$ cat config.mk
export PLATFORM = sky130hd
export DESIGN_NAME = sum_window_avg_flat
export DESIGN_NICKNAME = d
export VERILOG_FILES = /design/src/rtl/sum_window_avg_pkg.sv /design/src/rtl/sum_window_avg_if.sv /design/src/rtl/sum_window_avg_window_shift_reg.sv /design/src/rtl/sum_window_avg.sv /design/src/flat_wrapper.sv
export SDC_FILE = /design/constraint.sdc
export NUM_CORES = 1
export LEC_CHECK = 0
export BUFFER_PORTS_ARGS = -buffer_cell sky130_fd_sc_hd__buf_2
export CAP_MARGIN = 40
export CORE_UTILIZATION = 32
export CTS_CLUSTER_DIAMETER = 30
export CTS_CLUSTER_SIZE = 12
export DETAILED_ROUTE_END_ITERATION = 16
export PLACE_DENSITY = 0.55
export SETUP_SLACK_MARGIN = 0.02
export SLEW_MARGIN = 15
export SYNTH_ARGS = -nofsm -noshare
export SYNTH_HDL_FRONTEND = slang
export SYNTH_SLANG_ARGS = --single-unit
$ cat constraint.sdc
create_clock -name clk -period 4.8 [get_ports clk]
set_clock_uncertainty 0.1 [all_clocks]
set_input_delay 1.44 -clock clk [delete_from_list [all_inputs] [get_ports clk]]
set_output_delay 1.44 -clock clk [all_outputs]
set_load 0.1 [all_outputs]
$ cat src/rtl/sum_window_avg_pkg.sv
// Shared widths and FSM encoding for the windowed-average block.
package sum_window_avg_pkg;
    localparam int DATA_W   = 7;
    localparam int WIN_LOG2 = 2;
    localparam int WIN_LEN  = 1 << WIN_LOG2;
    localparam int TOTAL_W  = DATA_W + WIN_LOG2;
    localparam int COUNT_W  = WIN_LOG2 + 1;

    typedef enum logic {
        FILL   = 1'b0,
        STEADY = 1'b1
    } state_e;
endpackage

$ cat src/rtl/sum_window_avg_if.sv
// Input sample stream and output result stream of the averager.
// Handshake: a transfer happens on a rising edge where valid && ready; a
// producer holds valid and its payload stable until that transfer occurs.
interface sum_window_avg_if #(
    parameter int DATA_W = sum_window_avg_pkg::DATA_W
);
    logic              in_valid;
    logic [DATA_W-1:0] in_sum;
    logic              in_ready;
    logic              out_valid;
    logic              out_ready;
    logic [DATA_W-1:0] out_avg;
    logic              out_full;

    modport master (
        output in_valid, in_sum, out_ready,
        input  in_ready, out_valid, out_avg, out_full
    );

    modport slave (
        input  in_valid, in_sum, out_ready,
        output in_ready, out_valid, out_avg, out_full
    );
endinterface

$ cat src/rtl/sum_window_avg_window_shift_reg.sv
// Sample history for the averager: newest sample enters slot 0, the oldest
// (slot DEPTH-1) is exposed so the running total can subtract it on eviction.
module window_shift_reg #(
    parameter int DATA_W = sum_window_avg_pkg::DATA_W,
    parameter int DEPTH  = sum_window_avg_pkg::WIN_LEN
) (
    input  logic              clk,
    input  logic              rst_n,
    input  logic              clr_i,
    input  logic              shift_en_i,
    input  logic [DATA_W-1:0] din_i,
    output logic [DATA_W-1:0] slot_last_o
);
    logic [DEPTH-1:0][DATA_W-1:0] slot_q;

    always_ff @(posedge clk or negedge rst_n) begin
        if (!rst_n) begin
            slot_q <= '0;
        end else if (clr_i) begin
            slot_q <= '0;
        end else if (shift_en_i) begin
            slot_q <= {slot_q[DEPTH-2:0], din_i};
        end
    end

    assign slot_last_o = slot_q[DEPTH-1];
endmodule

$ cat src/rtl/sum_window_avg.sv
// Running average of the last four accepted sums with a single registered
// output stage; FILL while the window is filling, STEADY once it is full.
module sum_window_avg #(
    parameter int DATA_W   = sum_window_avg_pkg::DATA_W,
    parameter int WIN_LOG2 = sum_window_avg_pkg::WIN_LOG2
) (
    input  logic                                 clk,
    input  logic                                 rst_n,
    input  logic                                 clr,
    sum_window_avg_if.slave                      bus,
    output sum_window_avg_pkg::state_e           dbg_state_o,
    output logic [WIN_LOG2:0]                    dbg_count_o
);
    import sum_window_avg_pkg::state_e, sum_window_avg_pkg::FILL, sum_window_avg_pkg::STEADY;

    localparam int TOTAL_W = DATA_W + WIN_LOG2;
    localparam int COUNT_W = WIN_LOG2 + 1;
    localparam logic [COUNT_W-1:0] COUNT_FULL = COUNT_W'(1 << WIN_LOG2);

    state_e              state_q, state_d;
    logic [COUNT_W-1:0]  count_q, count_d;
    logic [TOTAL_W-1:0]  total_q, total_d;
    logic                valid_q, valid_d;
    logic [DATA_W-1:0]   avg_q, avg_d;
    logic                full_q, full_d;
    logic [DATA_W-1:0]   slot_last;
    logic                accept;
    logic                pop;

    assign bus.in_ready = !valid_q || bus.out_ready;
    assign accept       = bus.in_valid && bus.in_ready;
    assign pop          = valid_q && bus.out_ready;

    window_shift_reg #(
        .DATA_W (DATA_W),
        .DEPTH  (1 << WIN_LOG2)
    ) u_window (
        .clk         (clk),
        .rst_n       (rst_n),
        .clr_i       (clr),
        .shift_en_i  (accept),
        .din_i       (bus.in_sum),
        .slot_last_o (slot_last)
    );

    // Modulo TOTAL_W arithmetic is exact here: the true total never exceeds 4*max.
    always_comb begin
        state_d = state_q;
        count_d = count_q;
        total_d = total_q;
        valid_d = valid_q;
        avg_d   = avg_q;
        full_d  = full_q;
        if (clr) begin
            state_d = FILL;
            count_d = '0;
            total_d = '0;
            valid_d = 1'b0;
            avg_d   = '0;
            full_d  = 1'b0;
        end else begin
            if (pop) valid_d = 1'b0;
            if (accept) begin
                unique case (state_q)
                    FILL: begin
                        total_d = total_q + TOTAL_W'(bus.in_sum);
                        count_d = count_q + 1'b1;
                        if (count_d == COUNT_FULL) state_d = STEADY;
                    end
                    STEADY: total_d = total_q + TOTAL_W'(bus.in_sum) - TOTAL_W'(slot_last);
                    default: ;
                endcase
                valid_d = 1'b1;
                avg_d   = total_d[TOTAL_W-1:WIN_LOG2];
                full_d  = (count_d == COUNT_FULL);
            end
        end
    end

    always_ff @(posedge clk or negedge rst_n) begin
        if (!rst_n) begin
            state_q <= FILL;
            count_q <= '0;
            total_q <= '0;
            valid_q <= 1'b0;
            avg_q   <= '0;
            full_q  <= 1'b0;
        end else begin
            state_q <= state_d;
            count_q <= count_d;
            total_q <= total_d;
            valid_q <= valid_d;
            avg_q   <= avg_d;
            full_q  <= full_d;
        end
    end

    assign bus.out_valid = valid_q;
    assign bus.out_avg   = avg_q;
    assign bus.out_full  = full_q;
    assign dbg_state_o   = state_q;
    assign dbg_count_o   = count_q;
endmodule

$ cat src/flat_wrapper.sv
// flat-port wrapper written by rule: the top's interface ports become plain ports
module sum_window_avg_flat import sum_window_avg_pkg::state_e, sum_window_avg_pkg::FILL, sum_window_avg_pkg::STEADY;
#(
    parameter int DATA_W   = sum_window_avg_pkg::DATA_W,
    parameter int WIN_LOG2 = sum_window_avg_pkg::WIN_LOG2
)
  (clk, rst_n, clr, dbg_state_o, dbg_count_o, bus_in_valid, bus_in_sum, bus_out_ready, bus_in_ready, bus_out_valid, bus_out_avg, bus_out_full);
  sum_window_avg_if #(.DATA_W(DATA_W)) bus_i ();
  input  logic clk;
  input  logic rst_n;
  input  logic clr;
  output sum_window_avg_pkg::state_e dbg_state_o;
  output logic [WIN_LOG2:0] dbg_count_o;
  input wire logic [$bits(bus_i.in_valid)-1:0] bus_in_valid;
  input wire logic [$bits(bus_i.in_sum)-1:0] bus_in_sum;
  input wire logic [$bits(bus_i.out_ready)-1:0] bus_out_ready;
  output wire logic [$bits(bus_i.in_ready)-1:0] bus_in_ready;
  output wire logic [$bits(bus_i.out_valid)-1:0] bus_out_valid;
  output wire logic [$bits(bus_i.out_avg)-1:0] bus_out_avg;
  output wire logic [$bits(bus_i.out_full)-1:0] bus_out_full;
  assign bus_i.in_valid = bus_in_valid;
  assign bus_i.in_sum = bus_in_sum;
  assign bus_i.out_ready = bus_out_ready;
  assign bus_in_ready = bus_i.in_ready;
  assign bus_out_valid = bus_i.out_valid;
  assign bus_out_avg = bus_i.out_avg;
  assign bus_out_full = bus_i.out_full;
  sum_window_avg #(.DATA_W(DATA_W), .WIN_LOG2(WIN_LOG2)) u_core (.clk(clk), .rst_n(rst_n), .clr(clr), .bus(bus_i), .dbg_state_o(dbg_state_o), .dbg_count_o(dbg_count_o));
endmodule
After elaboration in Yosys (flattened, before gate mapping)
Cells that the tools add are included.
{ "totals": {"romBits": 0, "wordCells": 43, "mem_count": 0, "latch_bits": 0, "regBits": 50, "ram_bits": 0, "inputBits": 12} }
{ "classes": {"mux": 21, "bitwise": 1, "n_shift": 0, "multipliers": 0, "n_eq_ne": 2, "magnitude_cmp": 0, "reduce_logical": 6, "div": 0, "add_sub_neg": 3} }
{ "op_table": {"columns": ["operator", "count"], "rows": [
  ["2-to-1 mux 28 bit", 2],
  ["2-to-1 mux 9 bit", 2],
  ["one-hot mux 9 bit (2 select lines)", 1],
  ["2-to-1 mux 3 bit", 5],
  ["2-to-1 mux 7 bit", 2],
  ["adder 9 x 7 -> 9 bit", 1],
  ["2-to-1 mux 1 bit", 9],
  ["subtractor 9 x 7 -> 9 bit", 1],
  ["== test 3 bit (second input constant)", 2],
  ["adder 3 x 1 -> 3 bit (second input constant)", 1],
  ["nonzero test 3 bit", 1],
  ["logical AND 1 bit", 2],
  ["nonzero test 2 bit", 1],
  ["zero test 1 bit", 1],
  ["logical OR 1 bit", 1],
  ["NOT 1 bit", 1]
]} }

Depth between registers and ports, before layout
Gate-level depths: netlist of the first run.
{ "logic_depth": {"ltp_word": 8, "mapped_depth": 13, "ltp_nobuf": 13} }

By module
From an unflattened synthesis of the first run, not the netlist that was laid out.
{ "hier_totals": {"hier_cells": 264, "area_unflattened_um2": 2620.0} }
{ "by_module_without_submodules": {"columns": ["mod", "n_inst", "cells_per_inst", "seq_area_each_um2", "area_each_um2"], "rows": [
  ["sum_window_avg", 1, 167, 375.4, 1415.1],
  ["window_shift_reg", 1, 97, 700.7, 1204.9]
]} }

Least setup slack after synthesis of the first run
Ideal clock, no wire load.
{ "synth_timing": {"path_type": "input -> register", "startpoint": "in bus_in_sum[0]", "endpoint": "reg u_core.avg_q[6], in the netlist u_core.bus.out_avg[6]", "stages": 12, "setup_slack_ns": 0.344, "t_required_ns": 4.575, "path_buffers": 0, "t_arrival_ns": 4.231, "setup_time_ns": 0.125, "path_cell_list": "ha_1 fa_1 a211oi_1 o21bai_1 a21oi_1 xnor2_1 ha_1 nand2b_1 o41ai_1 nand2_1 o311ai_0 mux2_2"} }
{ "synth_between": {"elab_chain_cells": 5} }
{ "synth_rtl": {"columns": ["element", "line_no", "text"], "rows": [
  ["from (decl)", "flat_wrapper.sv:15", "input wire logic [$bits(bus_i.in_sum)-1:0] bus_in_sum;"],
  ["adder 9 x 7 -> 9 bit (*)", "sum_window_avg.sv:66, sum_window_avg.sv:70", null],
  ["subtractor 9 x 7 -> 9 bit", "sum_window_avg.sv:70", "STEADY: total_d = total_q + TOTAL_W'(bus.in_sum) - TOTAL_W'(slot_last);"],
  ["one-hot mux 9 bit (2 select lines) (*)", "sum_window_avg.sv:64", "unique case (state_q)"],
  ["2-to-1 mux 7 bit (*)", "sum_window_avg.sv:63", "if (accept) begin"],
  ["2-to-1 mux 7 bit (*)", "sum_window_avg.sv:54", "if (clr) begin"],
  ["to (signal assigned)", "sum_window_avg.sv:93", "avg_q <= avg_d;"],
  ["to (decl)", "sum_window_avg.sv:24", "logic [DATA_W-1:0] avg_q, avg_d;"]
]} }
Mark *: on every way between the ends. The rest lies on a longest branch, timed or not. The select of a mux whose other input is x is not followed.
A chain may end at the register's enable or synchronous reset.

Worst setup path in the final report of the first run
Same ends and word-level chain as after synthesis.

==> metrics.txt, run 1 <==
# TYPE chip_impl_metric gauge
chip_impl_metric{name="syn_avg_cell_area",unit="um^2"} 8.663
chip_impl_metric{name="final-hold-violation-count",unit=""} 0
chip_impl_metric{name="syn-cell-area",unit="um^2"} 2504
chip_impl_metric{name="cts_setup_buffers",unit=""} 0
chip_impl_metric{name="gp_congestion",unit=""} 0.8273
chip_impl_metric{name="clkTransAtPathRegs",unit="ps"} 80
chip_impl_metric{name="cts_inserted_buffers",unit=""} 5
chip_impl_metric{name="finalInstanceArea",unit="um^2"} 2800
chip_impl_metric{name="synth_cells",unit=""} 289
chip_impl_metric{name="setup_viol",unit=""} 0
chip_impl_metric{name="drive_gt1_share",unit="%"} 14.14
chip_impl_metric{name="drt-wirelength-per-cell",unit="um"} 13.58
chip_impl_metric{name="post-place-ws",unit="ps"} 51.35
chip_impl_metric{name="grt_antenna_before_repair",unit=""} 0
chip_impl_info{name="timing.critical_path.to_type",value="register"} 1
chip_impl_metric{name="fp.dieW",unit="um"} 90.45
chip_impl_metric{name="critical_path.max_stage_delay",unit="ps"} 430
chip_impl_metric{name="areaGrowthSynthToFinish",unit="%"} 11.84
chip_impl_metric{name="path_buf_inv",unit=""} 2
chip_impl_metric{name="multi_input_area",unit="um^2"} 1270
chip_impl_metric{name="maximum_number_of_pins_on_one_net_before_global_route_repair",unit=""} 45
chip_impl_metric{name="num-fill-cells",unit=""} 753
chip_impl_metric{name="max_clock_freq",unit="GHz"} 0.2241
chip_impl_metric{name="cellPowerDensity",unit="nW/um^2"} 346.2
chip_impl_info{name="status",value="complete, no violations"} 1
chip_impl_info{name="timing_worst_setup_path_type",value="input pin to register"} 1
chip_impl_metric{name="num_antenna_cells",unit=""} 0
chip_impl_metric{name="via_per_inst",unit=""} 4.943
chip_impl_metric{name="drv.max_cap_violation_count",unit=""} 0
chip_impl_info{name="critPathMostFrequentCell",value="sky130_fd_sc_hd__ha_1"} 1
chip_impl_metric{name="io_buffers",unit=""} 25
chip_impl_metric{name="fin_nets",unit=""} 334
chip_impl_info{name="synth_area_leaders",value="sky130_fd_sc_hd__dfrtp_1 43%, sky130_fd_sc_hd__nand2_1 9.9%, sky130_fd_sc_hd__a21oi_1 8.0%, sky130_fd_sc_hd__ha_1 8.0%, sky130_fd_sc_hd__nor2_1 2.7%"} 1
chip_impl_info{name="synthDominantAreaCellType",value="sky130_fd_sc_hd__dfrtp_1"} 1
chip_impl_info{name="worst_setup_path_startpoint",value="bus_in_sum[0]"} 1
chip_impl_metric{name="synth_largest_type_area_fraction",unit="%"} 42.98
chip_impl_metric{name="post-layout-total-power",unit="mW"} 0.9693
chip_impl_info{name="cts_tree",value="done"} 1
chip_impl_metric{name="fin_setup_tns",unit="ps"} 0
chip_impl_metric{name="worstPathArrival",unit="ps"} 4560
chip_impl_metric{name="die_h",unit="um"} 90.45
chip_impl_metric{name="first_pass_grt_wire_length",unit="um"} 9501
chip_impl_metric{name="layout.area.seq",unit="um^2"} 1076
chip_impl_info{name="cp_cell_sequence",value="buf_2, ha_1, fa_1, a211oi_1, o21bai_1, a21oi_1, xnor2_1, ha_1, nand2b_1, a21o_1, o41ai_1, buf_4, a2111o_1, o311ai_0, mux2_2"} 1
chip_impl_info{name="critical_path.endpoint",value="u_core.bus.out_avg[6]"} 1
chip_impl_metric{name="synth-seq-area-share",unit="%"} 42.98
chip_impl_metric{name="clock_sinks",unit=""} 43
chip_impl_info{name="slowest_stage",value="sky130_fd_sc_hd__fa_1"} 1
chip_impl_metric{name="crit_required",unit="ps"} 4890
chip_impl_metric{name="post_cts_resize_count",unit=""} 0
chip_impl_metric{name="top_level_ports",unit=""} 26
chip_impl_metric{name="core-area",unit="um^2"} 7408
chip_impl_metric{name="grt_remaining_overflow",unit=""} 0
chip_impl_metric{name="dp.final_hpwl",unit="um"} 3771
chip_impl_metric{name="drt_first_pass_iters",unit=""} 4
chip_impl_metric{name="htreeDepth",unit=""} 2
chip_impl_metric{name="reg2reg_depth",unit=""} 14
chip_impl_metric{name="detail_route.drc_violations",unit=""} 0
chip_impl_metric{name="finalWirelength",unit="um"} 5473
chip_impl_metric{name="track_usage",unit="%"} 14.53
chip_impl_metric{name="layout_setup_ws",unit="ps"} 337.4
chip_impl_metric{name="die-area",unit="um^2"} 8181
chip_impl_metric{name="area_post_placement",unit="um^2"} 2694
chip_impl_metric{name="regToRegSetupSlack",unit="ps"} 1210
chip_impl_info{name="clockRootBuffer",value="sky130_fd_sc_hd__clkbuf_8"} 1
chip_impl_metric{name="vias",unit=""} 1992
chip_impl_metric{name="max-clock-path-buffers",unit=""} 2
chip_impl_info{name="rsz0062_at_grt",value="no"} 1
chip_impl_metric{name="cp_max_fo",unit=""} 3
chip_impl_metric{name="slew_headroom",unit="%"} 44.08
chip_impl_metric{name="initial_core_util",unit="%"} 33.79
chip_impl_metric{name="post-route-period-util",unit="%"} 92.97
chip_impl_metric{name="ant_nets",unit=""} 0
chip_impl_metric{name="max-vdd-ir-drop",unit="V"} 0.0001455
chip_impl_metric{name="synth.net_count",unit=""} 319
chip_impl_metric{name="drt_first_iter_violations",unit=""} 117
chip_impl_metric{name="first_global_vias",unit=""} 1880
chip_impl_info{name="worstHoldPathType",value="register to register"} 1
chip_impl_info{name="crit_family",value="compound AO/OA/AOI/OAI gates"} 1
chip_impl_metric{name="ys_ff_latch",unit=""} 43
chip_impl_info{name="startpoint_type",value="input pin"} 1
chip_impl_info{name="rr_endpoint",value="u_core.bus.out_avg[6]"} 1
chip_impl_metric{name="clock_insertion_delay_worst_skew",unit="ps"} 300
chip_impl_metric{name="yosys.cell_types.count",unit=""} 43
chip_impl_metric{name="final_util",unit="%"} 37.80
chip_impl_metric{name="leakagePower",unit="nW"} 1.239
chip_impl_info{name="timing.rr.start",value="u_core.total_q[0]"} 1
chip_impl_metric{name="synth_warnings",unit=""} 0
chip_impl_metric{name="drv_slew",unit=""} 0
chip_impl_metric{name="placementRows",unit=""} 31
chip_impl_metric{name="tightest_slew",unit="ps"} 838.9
chip_impl_metric{name="hold_buffers",unit=""} 0
chip_impl_metric{name="post-route-min-period",unit="ps"} 4463
chip_impl_metric{name="crit_cells",unit=""} 15
-- metrics by stage --
| stage | hold slack (ps) | std cells |
|---|---|---|
| 3_5_place_dp | 407.2 | 396 |
| 5_1_grt | 433.4 | 403 |
| 3_3_place_gp | 403.3 | 395 |
| 4_1_cts | 420.0 | 403 |
| 2_1_floorplan | 397.3 | 289 |
| 6_report | 419.2 | 403 |
-- routing by layer --
metal	track usage, %	share of wire [%]
met5	0	0
met4	5.108	1.6
met1	20.53	51
met3	2.946	3.1
met2	22.01	44
-- how the worst min path moves through the flow --
stage,from,to,slack (ps),cells past startpoint
4_1_cts,u_core.u_window.slot_q[19],u_core.u_window.slot_last_o[5],420,2
3_3_place_gp,u_core.u_window.slot_q[4],u_core.u_window.slot_q[11],400,2
6_report,u_core.u_window.slot_q[18],u_core.u_window.slot_last_o[4],420,2
3_5_place_dp,u_core.u_window.slot_q[19],u_core.u_window.slot_last_o[5],410,2
2_1_floorplan,u_core.u_window.slot_q[16],u_core.u_window.slot_last_o[2],400,2
5_1_grt,u_core.u_window.slot_q[13],u_core.u_window.slot_q[20],430,2
-- state kept, by name, summed over array words and instances (netlist names) --
name and count:
u_core.bus.out_full 1, u_core.dbg_state_o 1, u_core.bus.out_avg 7, u_core.u_window.slot_last_o 7, u_core.u_window.slot_q 21, u_core.total_q 2, u_core.dbg_count_o 3, u_core.bus.out_valid 1
-- logic make-up after synthesis --
kind of cell / Yosys count / share of synthesized area [%]
AOI/OAI and AO/OA: 74 / 18.29
and+or+nand+nor: 108 / 18.79
DFF: 43 / 42.98
buffers and inverters: 35 / 6.297
muxes: 3 / 1.249
adders and majority gates: 18 / 9.595
xor gates and xnor gates: 8 / 2.798
-- cells in the mapped netlist (all sizes together) --
cell	instances
ha	16
nor2b	2
a21oi	40
o41ai	1
o21a	2
nand3	1
and2	3
o21ai	7
nand2b	3
a21o	3
xnor2	4
or3	1
nor3	6
mux2i	2
or2	2
fa	2
a2111o	1
nor4b	1
o2111ai	1
o211ai	3
or4	1
o311a	1
clkbuf	15
inv	13
o21bai	2
and3	1
buf	7
o311ai	1
o211a	1
o31ai	1
dfrtp	43
xor2	4
a311oi	1
nand2	66
nor2	18
nand3b	2
nand4	1
a21boi	1
mux2	1
a211oi	8
-- where the power goes --
group | internal (mW) | leakage [nW] | switching (mW)
Combinational | 0.0971 | 0.604 | 0.198
Clock | 0.152 | 0.0502 | 0.130
Sequential | 0.378 | 0.585 | 0.0136
-- layout make-up --
| cell class | count | share of cell area (%) |
|---|---|---|
| Multi-Input combinational cell | 211 | 45.35 |
| Clock buffer | 5 | 2.458 |
| Timing Repair Buffer | 30 | 6.256 |
| Clock inverter | 2 | 1.340 |
| Inverter | 13 | 1.743 |
| Tap cell | 99 | 4.424 |
| Sequential cell | 43 | 38.43 |
-- worst reg2reg max path, stage by stage (launching register included) --
cell,delay [ps]
sky130_fd_sc_hd__dfrtp_1,380
sky130_fd_sc_hd__ha_1,220
sky130_fd_sc_hd__fa_1,430
sky130_fd_sc_hd__a211oi_1,280
sky130_fd_sc_hd__o21bai_1,110
sky130_fd_sc_hd__a21oi_1,180
sky130_fd_sc_hd__xnor2_1,180
sky130_fd_sc_hd__ha_1,180
sky130_fd_sc_hd__nand2b_1,140
sky130_fd_sc_hd__a21o_1,140
sky130_fd_sc_hd__o41ai_1,100
sky130_fd_sc_hd__buf_4,150
sky130_fd_sc_hd__a2111o_1,400
sky130_fd_sc_hd__o311ai_0,120
sky130_fd_sc_hd__mux2_2,380
-- cells in the final DEF, fill, tap and decap left out, types with 3 or more instances in the layout --
cell type                  count
sky130_fd_sc_hd__o21ai_0       7
sky130_fd_sc_hd__nor2_1       18
sky130_fd_sc_hd__a21oi_1      40
sky130_fd_sc_hd__nand2b_1      3
sky130_fd_sc_hd__buf_4         4
sky130_fd_sc_hd__nor3_1        6
sky130_fd_sc_hd__ha_1         16
sky130_fd_sc_hd__buf_2        25
sky130_fd_sc_hd__nand2_1      66
sky130_fd_sc_hd__dfrtp_1      43
sky130_fd_sc_hd__and2_1        3
sky130_fd_sc_hd__clkbuf_8      5
sky130_fd_sc_hd__xor2_1        4
sky130_fd_sc_hd__xnor2_1       4
sky130_fd_sc_hd__a211oi_1      8
sky130_fd_sc_hd__inv_1        13
(Power assumes the default switching activity.)
==> run 2: changes to the inputs <==
Settings changed: CORE_ASPECT_RATIO from default to 1.5.
==> run 2 against run 1 <==
Net effect:
- sequential share of layout area fell by 0.61 points
- critical path depth did not move
- fmax fell by 0.56%
- power rose by 4.5%
- utilization fell by 0.42 points
- global-route usage rose by 0.13 points
- clock power rose by 15%
- critical path type unchanged
- largest cell class unchanged
- highest routed layer unchanged
==> metrics.txt, run 2 (synthesized netlist as in run 1, its figures left out) <==
# TYPE chip_impl_metric gauge
chip_impl_metric{name="cellPowerDensity",unit="nW/um^2"} 355.9
chip_impl_metric{name="drv_slew",unit=""} 0
chip_impl_metric{name="regToRegSetupSlack",unit="ps"} 1200
chip_impl_info{name="slowest_stage",value="sky130_fd_sc_hd__fa_1"} 1
chip_impl_metric{name="post-route-min-period",unit="ps"} 4488
chip_impl_metric{name="drt_first_pass_iters",unit=""} 4
chip_impl_metric{name="initial_core_util",unit="%"} 32.89
chip_impl_info{name="crit_family",value="compound AO/OA/AOI/OAI gates"} 1
chip_impl_metric{name="slew_headroom",unit="%"} 45.60
chip_impl_info{name="rsz0062_at_grt",value="no"} 1
chip_impl_metric{name="ant_nets",unit=""} 0
chip_impl_metric{name="placementRows",unit=""} 39
chip_impl_metric{name="clkTransAtPathRegs",unit="ps"} 60
chip_impl_metric{name="detail_route.drc_violations",unit=""} 0
chip_impl_metric{name="gp_congestion",unit=""} 0.8342
chip_impl_metric{name="worstPathArrival",unit="ps"} 4560
chip_impl_metric{name="drt-wirelength-per-cell",unit="um"} 13.25
chip_impl_metric{name="grt_antenna_before_repair",unit=""} 0
chip_impl_metric{name="num_antenna_cells",unit=""} 0
chip_impl_info{name="clockRootBuffer",value="sky130_fd_sc_hd__clkbuf_16"} 1
chip_impl_metric{name="max_clock_freq",unit="GHz"} 0.2228
chip_impl_metric{name="max-clock-path-buffers",unit=""} 2
chip_impl_metric{name="hold_buffers",unit=""} 0
chip_impl_metric{name="post-route-period-util",unit="%"} 93.49
chip_impl_metric{name="path_buf_inv",unit=""} 2
chip_impl_metric{name="io_buffers",unit=""} 25
chip_impl_info{name="timing.critical_path.to_type",value="register"} 1
chip_impl_metric{name="max-vdd-ir-drop",unit="V"} 0.0001330
chip_impl_metric{name="top_level_ports",unit=""} 26
chip_impl_metric{name="clock_sinks",unit=""} 43
chip_impl_metric{name="final_util",unit="%"} 37.38
chip_impl_metric{name="drive_gt1_share",unit="%"} 14.43
chip_impl_info{name="critPathMostFrequentCell",value="sky130_fd_sc_hd__ha_1"} 1
chip_impl_metric{name="post_cts_resize_count",unit=""} 0
chip_impl_metric{name="clock_insertion_delay_worst_skew",unit="ps"} 290
chip_impl_metric{name="fin_nets",unit=""} 334
chip_impl_metric{name="reg2reg_depth",unit=""} 14
chip_impl_metric{name="finish.cell_count_without_fillers",unit=""} 407
chip_impl_metric{name="grt_remaining_overflow",unit=""} 0
chip_impl_metric{name="leakagePower",unit="nW"} 1.266
chip_impl_info{name="rr_endpoint",value="u_core.bus.out_avg[6]"} 1
chip_impl_info{name="timing.rr.start",value="u_core.total_q[0]"} 1
chip_impl_metric{name="crit_required",unit="ps"} 4880
chip_impl_metric{name="via_per_inst",unit=""} 4.914
chip_impl_metric{name="cp_max_fo",unit=""} 3
chip_impl_metric{name="dp.final_hpwl",unit="um"} 3922
chip_impl_info{name="startpoint_type",value="input pin"} 1
chip_impl_info{name="cp_cell_sequence",value="buf_2, ha_1, fa_1, a211oi_1, o21bai_1, a21oi_1, xnor2_1, ha_1, nand2b_1, a21o_1, o41ai_1, buf_4, a2111o_1, o311ai_0, mux2_2"} 1
chip_impl_info{name="status",value="complete, no violations"} 1
chip_impl_info{name="worstHoldPathType",value="register to register"} 1
chip_impl_info{name="cts_tree",value="done"} 1
chip_impl_metric{name="areaGrowthSynthToFinish",unit="%"} 13.64
chip_impl_metric{name="tightest_slew",unit="ps"} 815.9
chip_impl_metric{name="maximum_number_of_pins_on_one_net_before_global_route_repair",unit=""} 45
chip_impl_metric{name="first_pass_grt_wire_length",unit="um"} 9039
chip_impl_metric{name="fp.dieW",unit="um"} 74.22
chip_impl_metric{name="die-area",unit="um^2"} 8189
chip_impl_metric{name="final-hold-violation-count",unit=""} 0
chip_impl_metric{name="setup_viol",unit=""} 0
chip_impl_info{name="hp-start",value="u_core.u_window.slot_q[8]"} 1
chip_impl_metric{name="fin_setup_tns",unit="ps"} 0
chip_impl_metric{name="vias",unit=""} 2000
chip_impl_info{name="mostFrequentLayoutCell",value="sky130_fd_sc_hd__nand2_1"} 1
chip_impl_metric{name="cts_inserted_buffers",unit=""} 5
chip_impl_metric{name="first_global_vias",unit=""} 1978
chip_impl_info{name="min_to",value="u_core.u_window.slot_q[15]"} 1
chip_impl_metric{name="htreeDepth",unit=""} 2
chip_impl_metric{name="core-area",unit="um^2"} 7612
chip_impl_metric{name="drt_first_iter_violations",unit=""} 98
chip_impl_metric{name="cts_setup_buffers",unit=""} 0
chip_impl_metric{name="place_inst",unit=""} 399
chip_impl_metric{name="die_h",unit="um"} 110.3
chip_impl_metric{name="critical_path.max_stage_delay",unit="ps"} 440
chip_impl_metric{name="track_usage",unit="%"} 14.65
chip_impl_info{name="timing_worst_setup_path_type",value="input pin to register"} 1
chip_impl_metric{name="drv.max_cap_violation_count",unit=""} 0
chip_impl_metric{name="hold-path-cell-count",unit=""} 2
chip_impl_info{name="largest_register",value="u_core.u_window.slot_q"} 1
chip_impl_metric{name="largest_register_ffs",unit=""} 21
chip_impl_info{name="layout_common_cells",value="66 x sky130_fd_sc_hd__nand2_1, 43 x sky130_fd_sc_hd__dfrtp_1, 40 x sky130_fd_sc_hd__a21oi_1"} 1
chip_impl_metric{name="finalWirelength",unit="um"} 5392
-- run 2: cell count changes in the layout (fill, tap and decap cells not counted) --
cell                         delta
sky130_fd_sc_hd__buf_16         +1
sky130_fd_sc_hd__clkinvlp_4     -1
sky130_fd_sc_hd__buf_12         -1
sky130_fd_sc_hd__bufinv_16      -1
sky130_fd_sc_hd__clkbuf_16      +5
sky130_fd_sc_hd__clkbuf_8       -5
sky130_fd_sc_hd__clkinv_2       +3
-- run 2: how the worst max path moves through the flow --
| stage | startpoint | to | slack, ps | depth (start not counted) |
|---|---|---|---|---|
| 5_1_grt | bus_in_sum[0] | u_core.bus.out_avg[6] | 110 | 15 |
| 2_1_floorplan | bus_in_sum[0] | u_core.bus.out_avg[6] | 340 | 12 |
| 6_report | bus_in_sum[0] | u_core.bus.out_avg[6] | 310 | 15 |
| 3_5_place_dp | bus_in_sum[0] | u_core.bus.out_avg[6] | 6 | 15 |
| 3_3_place_gp | bus_in_sum[0] | u_core.bus.out_avg[6] | 50 | 15 |
| 4_1_cts | bus_in_sum[0] | u_core.bus.out_avg[6] | 290 | 15 |
-- run 2: final cells by class --
| cell class | count | area, um^2 |
|---|---|---|
| well taps | 102 | 127.6 |
| multi-input cells | 211 | 1270 |
| flip-flops and latches | 43 | 1076 |
| clock inverters | 3 | 15.01 |
| clock buffers | 5 | 125.1 |
| fillers | 839 | 4767 |
| inverters | 13 | 48.80 |
| repair buffers | 30 | 182.7 |
-- run 2: metrics by stage --
step / power [mW] / area (um^2) / setup slack (ps) / hold WS [ps]
floorplan: 0.6334 / 2504 / 344.2 / 397.3
global placement: 0.6887 / 2678 / 51.29 / 403.8
detailed placement: 0.6955 / 2705 / 6.330 / 410.9
CTS: 1.026 / 2845 / 291.9 / 420.9
global route: 1.070 / 2845 / 113.7 / 435.8
finish: 1.013 / 2845 / 312.4 / 415.9
-- run 2: worst reg2reg max path: stages, from the launching register on --
cell                       delay [ps]
sky130_fd_sc_hd__dfrtp_1          380
sky130_fd_sc_hd__ha_1             220
sky130_fd_sc_hd__fa_1             440
sky130_fd_sc_hd__a211oi_1         300
sky130_fd_sc_hd__o21bai_1         120
sky130_fd_sc_hd__a21oi_1          180
sky130_fd_sc_hd__xnor2_1          170
sky130_fd_sc_hd__ha_1             180
sky130_fd_sc_hd__nand2b_1         140
sky130_fd_sc_hd__a21o_1           140
sky130_fd_sc_hd__o41ai_1          100
sky130_fd_sc_hd__buf_4            150
sky130_fd_sc_hd__a2111o_1         400
sky130_fd_sc_hd__o311ai_0         120
sky130_fd_sc_hd__mux2_2           380
-- run 2: routing by layer --
metal,GRT usage (%),wire (um),vias up
li1,-,-,1010
met4,6.469,134,0
met3,3.091,131,8
met5,0,0,-
met1,15.77,2191,962
met2,26.95,2934,20
-- run 2: power by group --
part           internal, mW  switching (mW)
combinational        0.0977           0.198
clock                 0.190           0.136
sequential            0.379          0.0129
total                 0.666           0.346
==> run 3: changes to the inputs <==
Settings changed: BUFFER_PORTS_ARGS -buffer_cell sky130_fd_sc_hd__buf_2 to default, DONT_BUFFER_PORTS from default to 1, PLACE_DENSITY 0.55 to 0.52.
==> run 3 against run 2 <==
Net effect:
- clock power grew 35%
- combinational power decreased by 2%
- non-clock buffer count down 9
- setup slack improved by 74 ps
- largest power group is now the clock network
- final area is 4.1% higher
- routed wire length rose by 3.1%
- count of clock-buffer cells in the layout up 1
- die area stayed put
==> metrics.txt, run 3 (synthesized netlist as in run 1, its figures left out) <==
# TYPE chip_impl_metric gauge
chip_impl_info{name="status",value="complete, no violations"} 1
chip_impl_metric{name="areaGrowthSynthToFinish",unit="%"} 18.29
chip_impl_metric{name="largest_register_ffs",unit=""} 21
chip_impl_metric{name="clock_insertion_delay_worst_skew",unit="ps"} 290
chip_impl_metric{name="first_pass_grt_wire_length",unit="um"} 9004
chip_impl_metric{name="critical_path.max_stage_delay",unit="ps"} 440
chip_impl_info{name="critPathMostFrequentCell",value="sky130_fd_sc_hd__ha_1"} 1
chip_impl_metric{name="dp.final_hpwl",unit="um"} 3863
chip_impl_metric{name="hold-path-cell-count",unit=""} 2
chip_impl_info{name="layout_common_cells",value="66 x sky130_fd_sc_hd__nand2_1, 43 x sky130_fd_sc_hd__dfrtp_1, 40 x sky130_fd_sc_hd__a21oi_1"} 1
chip_impl_metric{name="cts_inserted_buffers",unit=""} 5
chip_impl_metric{name="die_h",unit="um"} 110.3
chip_impl_info{name="rsz0062_at_grt",value="no"} 1
chip_impl_metric{name="grt_util_met3",unit="%"} 3.000
chip_impl_metric{name="initial_core_util",unit="%"} 32.89
chip_impl_metric{name="cts_setup_buffers",unit=""} 0
chip_impl_metric{name="maximum_number_of_pins_on_one_net_before_global_route_repair",unit=""} 45
chip_impl_info{name="largest_register",value="u_core.u_window.slot_q"} 1
chip_impl_metric{name="clock_sinks",unit=""} 43
chip_impl_metric{name="final-hold-violation-count",unit=""} 0
chip_impl_info{name="cp_cell_sequence",value="ha_1, fa_1, a21o_2, a211oi_1, nor2_1, ha_1, o21ai_0, a21oi_1, o41ai_1, buf_4, a2111o_1, o311ai_0, mux2_2"} 1
chip_impl_info{name="timing_worst_setup_path_type",value="input pin to register"} 1
chip_impl_metric{name="top_level_ports",unit=""} 26
chip_impl_metric{name="crit_required",unit="ps"} 4880
chip_impl_metric{name="hold_buffers",unit=""} 0
chip_impl_metric{name="globalRouteMet2Util",unit="%"} 26.36
chip_impl_metric{name="grt_antenna_before_repair",unit=""} 0
chip_impl_metric{name="core-area",unit="um^2"} 7612
chip_impl_metric{name="gp_congestion",unit=""} 0.8169
chip_impl_info{name="timing.critical_path.to_type",value="register"} 1
chip_impl_metric{name="slew_headroom",unit="%"} 40.67
chip_impl_metric{name="worstPathArrival",unit="ps"} 4490
chip_impl_metric{name="tightest_slew",unit="ps"} 890.0
chip_impl_metric{name="detail_route.drc_violations",unit=""} 0
chip_impl_metric{name="vias",unit=""} 1930
chip_impl_info{name="busiest_layer",value="met2"} 1
chip_impl_metric{name="reg2reg_depth",unit=""} 13
chip_impl_metric{name="clkTransAtPathRegs",unit="ps"} 60
chip_impl_metric{name="post-layout-total-power",unit="mW"} 1.125
chip_impl_metric{name="num_antenna_cells",unit=""} 0
chip_impl_metric{name="htreeDepth",unit=""} 2
chip_impl_metric{name="drt_first_pass_iters",unit=""} 4
chip_impl_info{name="worstHoldPathType",value="register to register"} 1
chip_impl_metric{name="grt_remaining_overflow",unit=""} 0
chip_impl_metric{name="cp_max_fo",unit=""} 4
chip_impl_metric{name="max-clock-path-buffers",unit=""} 2
chip_impl_metric{name="track_usage",unit="%"} 14.76
chip_impl_metric{name="post-route-min-period",unit="ps"} 4414
chip_impl_metric{name="finalWirelength",unit="um"} 5557
chip_impl_metric{name="cellPowerDensity",unit="nW/um^2"} 379.8
chip_impl_metric{name="drt_first_iter_violations",unit=""} 147
chip_impl_metric{name="first_global_vias",unit=""} 1848
chip_impl_metric{name="drv_slew",unit=""} 0
chip_impl_info{name="slowest_stage",value="sky130_fd_sc_hd__fa_1"} 1
chip_impl_metric{name="leakagePower",unit="nW"} 1.264
chip_impl_info{name="clockRootBuffer",value="sky130_fd_sc_hd__clkbuf_16"} 1
chip_impl_metric{name="io_buffers",unit=""} 0
chip_impl_metric{name="setup_viol",unit=""} 0
chip_impl_metric{name="post_cts_resize_count",unit=""} 0
chip_impl_info{name="cts_tree",value="done"} 1
chip_impl_metric{name="fp.dieW",unit="um"} 74.22
chip_impl_metric{name="placementRows",unit=""} 39
chip_impl_info{name="mostFrequentLayoutCell",value="sky130_fd_sc_hd__nand2_1"} 1
chip_impl_metric{name="die-area",unit="um^2"} 8189
chip_impl_metric{name="grt_use_met1",unit="%"} 16.22
chip_impl_metric{name="max-vdd-ir-drop",unit="V"} 0.0001392
chip_impl_metric{name="max_clock_freq",unit="GHz"} 0.2265
chip_impl_metric{name="drive_gt1_share",unit="%"} 10.14
chip_impl_metric{name="fin_nets",unit=""} 325
chip_impl_metric{name="num-fill-cells",unit=""} 807
chip_impl_metric{name="drt-wirelength-per-cell",unit="um"} 13.96
chip_impl_info{name="startpoint_type",value="input pin"} 1
chip_impl_metric{name="fin_setup_tns",unit="ps"} 0
chip_impl_metric{name="post-route-period-util",unit="%"} 91.96
chip_impl_metric{name="via_per_inst",unit=""} 4.849
chip_impl_metric{name="ant_nets",unit=""} 0
chip_impl_metric{name="drv.max_cap_violation_count",unit=""} 0
## run 3: cell count changes in the layout (fill, tap and decap cells not counted), sizes merged
cell and delta:
clkinv -3, clkbuf +3, bufinv +2, buf -11
## run 3: through the flow
stage	area (um^2)	cells	setup WS [ps]	hold slack, ps	utilization [%]
final	2962	398	385.9	410.4	38.91
after floorplan	2504	289	344.2	397.3	-
after global routing	2962	398	169.2	429.0	38.91
after CTS	2954	396	390.0	415.5	38.81
after global placement	2597	379	182.2	397.7	34.12
after detailed placement	2765	388	87.38	407.6	36.32
## run 3: area by class of cell
class	instances	area (um^2)	share of cell area, %
multi-input combinational	211	1270	42.88
sequential	43	1076	36.33
clock inverter	2	60.06	2.028
timing repair buffer	21	250.2	8.450
tap	102	127.6	4.309
clock buffer	6	128.9	4.352
inverter	13	48.80	1.648
## run 3: layer usage
layer	vias to the layer above	share of wire [%]	wire, um
met1	905	41	2295
met5	-	0	0
met3	8	3.1	173
met4	0	2.7	148
met2	27	53	2940
li1	990	-	-
## run 3: final timing paths
kind,startpoint,to,slack [ps]
max in group asynchronous,rst_n,u_core.dbg_count_o[1],3780
setup reg to reg,u_core.total_q[0],u_core.bus.out_avg[6],1160
min in group asynchronous,rst_n,u_core.u_window.slot_q[5],740
hold / removal,u_core.u_window.slot_q[16],u_core.u_window.slot_last_o[2],410
hold reg to reg,u_core.u_window.slot_q[16],u_core.u_window.slot_last_o[2],410
setup / recovery,bus_in_sum[0],u_core.bus.out_avg[6],390
## run 3: worst max-delay path, delay by kind of cell
kind / cells / cell delay [ps]
compound gates: 7 / 1450
fa+ha+maj: 3 / 980
buf+inv: 1 / 150
mux: 1 / 370
simple gates: 1 / 90
## run 3: where the power goes
group          switching, mW  internal, mW
clock network          0.140         0.298
logic                  0.180         0.109
registers             0.0185         0.378
total                  0.339         0.786
